**config.mk**
```make
export PLATFORM = sky130hd
export DESIGN_NAME = vec_issue_ctrl
export DESIGN_NICKNAME = d
export VERILOG_FILES = /design/src/rtl/vec_issue_ctrl.sv
export SDC_FILE = /design/constraint.sdc
export NUM_CORES = 1
export LEC_CHECK = 0
export CAP_MARGIN = 5
export CELL_PAD_IN_SITES_DETAIL_PLACEMENT = 1
export CELL_PAD_IN_SITES_GLOBAL_PLACEMENT = 2
export CORE_MARGIN = 5
export CORE_UTILIZATION = 33
export CTS_CLUSTER_SIZE = 28
export DETAILED_ROUTE_END_ITERATION = 8
export PLACE_DENSITY = 0.76
export SYNTH_ARGS = -nofsm -noshare
export SYNTH_HDL_FRONTEND = slang
export SYNTH_SLANG_ARGS = --single-unit
```
**constraint.sdc**
```tcl
create_clock -name clk -period 5.5 [get_ports clk]
set_clock_uncertainty 0.15 [all_clocks]
set_input_delay 1.65 -clock clk [delete_from_list [all_inputs] [get_ports clk]]
set_output_delay 1.65 -clock clk [all_outputs]
set_load 0.01 [all_outputs]
```
**src/rtl/vec_issue_ctrl.sv**
```systemverilog
// vec_issue_ctrl: accepts instruction/operand triples from the scalar core into
// a small FIFO, issues them one at a time to the vector datapath, waits for
// completion and returns a response over the ack/ready handshake.
module vec_issue_ctrl #(
  parameter int XLEN   = 32,
  parameter int QDEPTH = 2,
  parameter int CNTW   = 16
) (
  input  logic            clk,
  input  logic            reset,
  input  logic            inst_valid,
  input  logic [XLEN-1:0] instruction,
  input  logic [XLEN-1:0] rs1_data,
  input  logic [XLEN-1:0] rs2_data,
  output logic            vec_pro_ready,
  input  logic            scalar_pro_ready,
  output logic            vec_pro_ack,
  output logic            resp_illegal,
  output logic            issue_valid,
  output logic [XLEN-1:0] issue_inst,
  output logic [XLEN-1:0] issue_rs1,
  output logic [XLEN-1:0] issue_rs2,
  input  logic            is_vec,
  input  logic            dp_done,
  output logic            busy,
  output logic [CNTW-1:0] retired_cnt
);

  localparam int PW = $clog2(QDEPTH);

  typedef enum logic [1:0] {IDLE, ISSUE, EXEC, RESP} state_t;

  state_t          state_reg, state_next;
  logic [XLEN-1:0] fifo_inst [0:QDEPTH-1];
  logic [XLEN-1:0] fifo_rs1  [0:QDEPTH-1];
  logic [XLEN-1:0] fifo_rs2  [0:QDEPTH-1];
  logic [PW-1:0]   wr_ptr_reg, rd_ptr_reg;
  logic [PW:0]     count_reg;
  logic [XLEN-1:0] issue_inst_reg, issue_rs1_reg, issue_rs2_reg;
  logic            resp_illegal_reg;
  logic [CNTW-1:0] retired_reg;
  logic            push, pop;

  // Readiness comes from the registered count only; a same-cycle pop never
  // frees a slot early.
  assign vec_pro_ready = (count_reg != (PW+1)'(QDEPTH));
  assign push          = inst_valid && vec_pro_ready;

  assign issue_inst   = issue_inst_reg;
  assign issue_rs1    = issue_rs1_reg;
  assign issue_rs2    = issue_rs2_reg;
  assign resp_illegal = resp_illegal_reg;
  assign retired_cnt  = retired_reg;

  // FIFO storage: no reset needed, the pointers alone define valid entries.
  always_ff @(posedge clk) begin
    if (push) begin
      fifo_inst[wr_ptr_reg] <= instruction;
      fifo_rs1[wr_ptr_reg]  <= rs1_data;
      fifo_rs2[wr_ptr_reg]  <= rs2_data;
    end
  end

  // FIFO pointers and occupancy; pointers wrap naturally (power-of-two depth).
  always_ff @(posedge clk or negedge reset) begin
    if (!reset) begin
      wr_ptr_reg <= '0;
      rd_ptr_reg <= '0;
      count_reg  <= '0;
    end else begin
      if (push) wr_ptr_reg <= wr_ptr_reg + PW'(1);
      if (pop)  rd_ptr_reg <= rd_ptr_reg + PW'(1);
      case ({push, pop})
        2'b10:   count_reg <= count_reg + (PW+1)'(1);
        2'b01:   count_reg <= count_reg - (PW+1)'(1);
        default: count_reg <= count_reg;
      endcase
    end
  end

  // FSM state register.
  always_ff @(posedge clk or negedge reset) begin
    if (!reset) state_reg <= IDLE;
    else        state_reg <= state_next;
  end

  // Next-state logic, pop request and handshake outputs.
  always_comb begin
    state_next  = state_reg;
    pop         = 1'b0;
    issue_valid = 1'b0;
    vec_pro_ack = 1'b0;
    busy        = (state_reg != IDLE) || (count_reg != '0);
    case (state_reg)
      IDLE: begin
        if (count_reg != '0) begin
          pop        = 1'b1;
          state_next = ISSUE;
        end
      end
      ISSUE: begin
        issue_valid = 1'b1;
        state_next  = is_vec ? EXEC : RESP;
      end
      EXEC: begin
        if (dp_done) state_next = RESP;
      end
      RESP: begin
        vec_pro_ack = 1'b1;
        if (scalar_pro_ready) state_next = IDLE;
      end
      default: state_next = IDLE;
    endcase
  end

  // Issue registers load the FIFO head on pop and hold until the next pop.
  always_ff @(posedge clk or negedge reset) begin
    if (!reset) begin
      issue_inst_reg <= '0;
      issue_rs1_reg  <= '0;
      issue_rs2_reg  <= '0;
    end else if (pop) begin
      issue_inst_reg <= fifo_inst[rd_ptr_reg];
      issue_rs1_reg  <= fifo_rs1[rd_ptr_reg];
      issue_rs2_reg  <= fifo_rs2[rd_ptr_reg];
    end
  end

  // Illegal flag captures the decoder verdict in ISSUE and holds until the next ISSUE.
  always_ff @(posedge clk or negedge reset) begin
    if (!reset)                  resp_illegal_reg <= 1'b0;
    else if (state_reg == ISSUE) resp_illegal_reg <= ~is_vec;
  end

  // Retire counter advances on each completed response handshake and wraps.
  always_ff @(posedge clk or negedge reset) begin
    if (!reset)                                    retired_reg <= '0;
    else if (state_reg == RESP && scalar_pro_ready) retired_reg <= retired_reg + CNTW'(1);
  end

endmodule

```
Word level (Yosys, flattened, before mapping)
Memory sizes are Yosys's and may differ from the RTL's. A register that Yosys moved wholly into a read port is not among the register bits.
Cells that the tools add are included.
{"block": "classes", "addsub": 5, "eq_ne": 9, "muxes": 12, "bitwise_logic": 1, "reduce_logical": 11}
{"operator": "adder 16 x 1 -> 16 bit, second input constant", "count": 1}
{"operator": "!= test 2 bit, second input constant", "count": 4}
{"operator": "case mux 2 bit (4 select lines)", "count": 1}
{"operator": "2-to-1 mux 1 bit", "count": 7}
{"operator": "== test 2 bit, second input constant", "count": 3}
{"operator": "2-to-1 mux 2 bit", "count": 3}
{"operator": "nonzero test 2 bit", "count": 3}
{"operator": "== test 2 x 1 -> 1 bit, second input constant", "count": 2}
{"operator": "case mux 2 bit (2 select lines)", "count": 1}
{"operator": "logical NOT 1 bit", "count": 3}
{"operator": "AND reduction 3 bit", "count": 1}
{"operator": "adder 1 bit, second input constant", "count": 2}
{"operator": "adder 2 x 1 -> 2 bit, second input constant", "count": 1}
{"operator": "logical AND 1 bit", "count": 2}
{"operator": "logical NOT 2 bit", "count": 1}
{"operator": "subtractor 2 x 1 -> 2 bit, second input constant", "count": 1}
{"operator": "logical OR 1 bit", "count": 1}
{"operator": "NOT 1 bit", "count": 1}
{"block": "word_totals", "register_bits": 23, "ramBits": 192, "in_bits": 102, "output_inout_bits": 117, "word_cells": 47, "n_memories": 3}
{"memory": "fifo_inst", "depth": 2, "width": 32, "read_ports": 1, "rd_clocked_by_memory_dff": 1, "wr": 1, "line": "34", "text": "logic [XLEN-1:0] fifo_inst [0:QDEPTH-1];"}
{"memory": "fifo_rs1", "depth": 2, "width": 32, "read_ports": 1, "rd_clocked_by_memory_dff": 1, "wr": 1, "line": "35", "text": "logic [XLEN-1:0] fifo_rs1 [0:QDEPTH-1];"}
{"memory": "fifo_rs2", "depth": 2, "width": 32, "read_ports": 1, "rd_clocked_by_memory_dff": 1, "wr": 1, "line": "36", "text": "logic [XLEN-1:0] fifo_rs2 [0:QDEPTH-1];"}

Logic depth before layout (Yosys ltp)
{"block": "logic_depth", "depth_word": 5, "mapped_depth": 11}

Worst setup path before layout
No wires, ideal clock.
{"block": "synth_timing", "path_type": "input port to flip-flop", "from": "input port inst_valid", "to": "memory fifo_inst[0][0] (enable)", "setup_ps": 551, "t_arrival_ps": 5744, "required_time_ps": 4799, "slack_ps": -945, "stages": 2, "path_cell_list": "nand2_1 > nor2_1"}
{"block": "synth_between", "elab_chain_len": 3}
{"item": "from (decl)", "line": "11", "text": "input logic inst_valid,"}
{"item": "logical AND 1 bit", "line": "47", "text": "assign push = inst_valid && vec_pro_ready;"}
{"item": "2-to-1 mux 1 bit", "line": "57", "text": "if (push) begin"}
{"item": "2-to-1 mux 1 bit (not written as such)", "line": "58", "text": "fifo_inst[wr_ptr_reg] <= instruction;"}
{"item": "to (decl)", "line": "34"}
No other way between the ends.

Worst setup path after layout
{"block": "layout_timing", "from": "register state_reg[0]", "to": "output port busy"}
{"block": "layout_between", "elab_chain_len": 2}
{"item": "from (decl)", "line": "33", "text": "state_t state_reg, state_next;"}
{"item": "from (signal assigned)", "line": "84", "text": "else state_reg <= state_next;"}
{"item": "nonzero test 2 bit", "line": "93", "text": "busy = (state_reg != IDLE) || (count_reg != '0);"}
{"item": "logical OR 1 bit", "line": "93"}
{"item": "to (decl)", "line": "25", "text": "output logic busy,"}
No other way between the ends.

==> metrics.cfg <==
[outcome]
status=finished, final reports clean

[drt]
wl_per_cell_um=17.9
drt-total-wl_um=25200
drtIter0Drc=163
dr.pass1.iters=4
ant_nets=0
post-route-drc-count=0
routed-via-count=6329
via_per_inst=4.50

[place]
gp_congestion=0.746
placedInstanceArea_um2=14000
post-place-ws_ns=1.57
io_buffers=218
place_inst=1343
dp_hpwl_um=16500

[clock_network]
clock-sinks=311
cts_made_buffers=35
cts_setup_buffers=0
clockBufferDepth=3
cts_hold_buf=0
clockRootBuffer=clkbuf_16
path_clk_slew_ns=0.06
clkLatencyLatePin_ns=0.49
cts_tree=yes
cts-resized-gates=0
htreeDepth=2

[sta]
grt_setup_unrepaired=no
hold_ws_ns=0.312
fin_crit_sh=0.717
fmax_mhz=254
fin_crit_ns=3.94
hold_viol=0
slew_headroom=0.338
worstMarginPinSlew_ns=0.993
drv_slew=0
tns_ns=0
setup_slack_ns=1.56
setup_violations=0

[synthesis]
synthesis.instances=702
synth.avg_cell_area_um2=16.1
yosysSeqAreaShare=0.771
synth.cell_area_um2=11300
syn_nets=811
synth.ff_latch_count=311
yosysWarnings=0
ys_types=34

[global_route]
grt_pass1_vias=6936
grt_max_degree=100
grt-ovfl-total=0
grt_first_pass_wirelength_um=39400
antenna_found_initial=2
grtUsageTotal=0.129

[setup_path]
cp.arrival_ns=2.14
cp_max_fo=5
worstSetupEndpointType=output port
cp.required_ns=3.70
critPathKind=flop to output port
critPathLaunchType=flop

[power]
ir_worst_vdd_v=0.000271
p_total_mw=8.55
leakagePower_nw=5.94
power_density_nw_per_um2=565

[layout]
fin_util=0.449
drive_gt1_frac=0.0825
fin_area_um2=15100
synthToLayoutAreaGrowth_pct=33.6
fin_nets=1041
top_regs=fifo_inst x64, fifo_rs1 x64, fifo_rs2 x64
final_cell_count_no_fill=1407

[job]
max_cap_violations=0

[floorplan]
placement_rows=67
io_pins=219
die_x_um=195
fp.dieArea_um2=38200
start_util=0.336
core_um2=33700
die_y_um=195

[hold_path]
min_path_type=flop to flop

==> cell type report <==
cell class / instances / area [um2]
timing repair buffer: 226 / 2270
multi-input combinational: 352 / 2360
fill: 3371 / 18600
clock buffer: 51 / 1040
tap: 448 / 561
sequential: 311 / 8750
inverter: 6 / 22.5
clock inverter: 12 / 141
antenna: 1 / 2.50
==> cell usage after synthesis, drive strengths merged <==
library cell	n	area (um2)
o31ai	2	15.0
xor2	5	43.8
xnor2	15	139
nand2	100	375
nand4	3	33.8
clkbuf	5	20.0
dfrtp	119	2980
ha	7	87.6
and2	1	8.76
and3	4	26.3
buf	28	206
and4	3	28.8
nand3	7	50.1
mux2i	96	961
o221ai	1	15.0
edfxtp	192	5770
o21ai	97	489
or3b	1	11.3
nand2b	1	6.26
inv	6	22.5
a21o	1	7.51
mux2	2	22.5
nor2	6	22.5
==> logic make-up (layout without fill, tap and decap cells) <==
logic type	Yosys count	count (layout)	share of synthesized area
flip-flops	311	311	0.771
XOR/XNOR	20	20	0.0161
other	0	1	0
adder cells (fa/ha/maj)	7	7	0.00773
buffers and inverters	39	295	0.0220
AO/OA/AOI/OAI	101	101	0.0465
AND/OR/NAND/NOR	126	126	0.0497
multiplexers	98	98	0.0868
==> final timing paths <==
path                                      start              end  slack [ns]  depth (start not counted)
worst max-delay path               state_reg[0]             busy        1.56                          4
worst min-delay path            retired_cnt[15]  retired_cnt[15]        0.31                          1
worst max register to register     count_reg[0]  fifo_rs2[0][22]        3.13                          4
worst min register to register  retired_cnt[15]  retired_cnt[15]        0.31                          1
max in group asynchronous                 reset     issue_rs1[0]        3.12                          2
min in group asynchronous                 reset    issue_inst[9]        1.12                          1
==> cells in the final DEF (no fill, tap or decap), types with 8 or more instances in the layout <==
cell type,count
o21ai_0,37
dfrtp_1,118
clkbuf_16,37
edfxtp_1,192
nand2_1,100
mux2i_1,96
clkdlybuf4s50_1,217
clkbuf_1,8
xnor2_1,14
o21ai_1,59
==> power breakdown <==
group          switching [mW]  internal (mW)  total, mW
clock                   0.875           1.45       2.33
combinational            1.33           1.23       2.56
sequential              0.390           3.27       3.66
==> worst max-delay path, cell delays in order, from the launching register on <==
cell and delay [ns]:
dfrtp_1 0.42, inv_1 0.13, ha_1 0.22, or3b_4 0.40, clkdlybuf4s50_1 0.49
==> per-layer routing <==
| metal | GRT usage | share of wire | up-vias | routed length, um |
|---|---|---|---|---|
| li1 | - | - | 2995 | - |
| met1 | 0.159 | 0.42 | 3141 | 10500 |
| met2 | 0.226 | 0.51 | 154 | 12800 |
| met3 | 0.0314 | 0.053 | 37 | 1330 |
| met4 | 0.0362 | 0.020 | 2 | 514 |
| met5 | 0 | 0.00048 | - | 12 |
No activity file was read; power rests on OpenSTA's default activity.
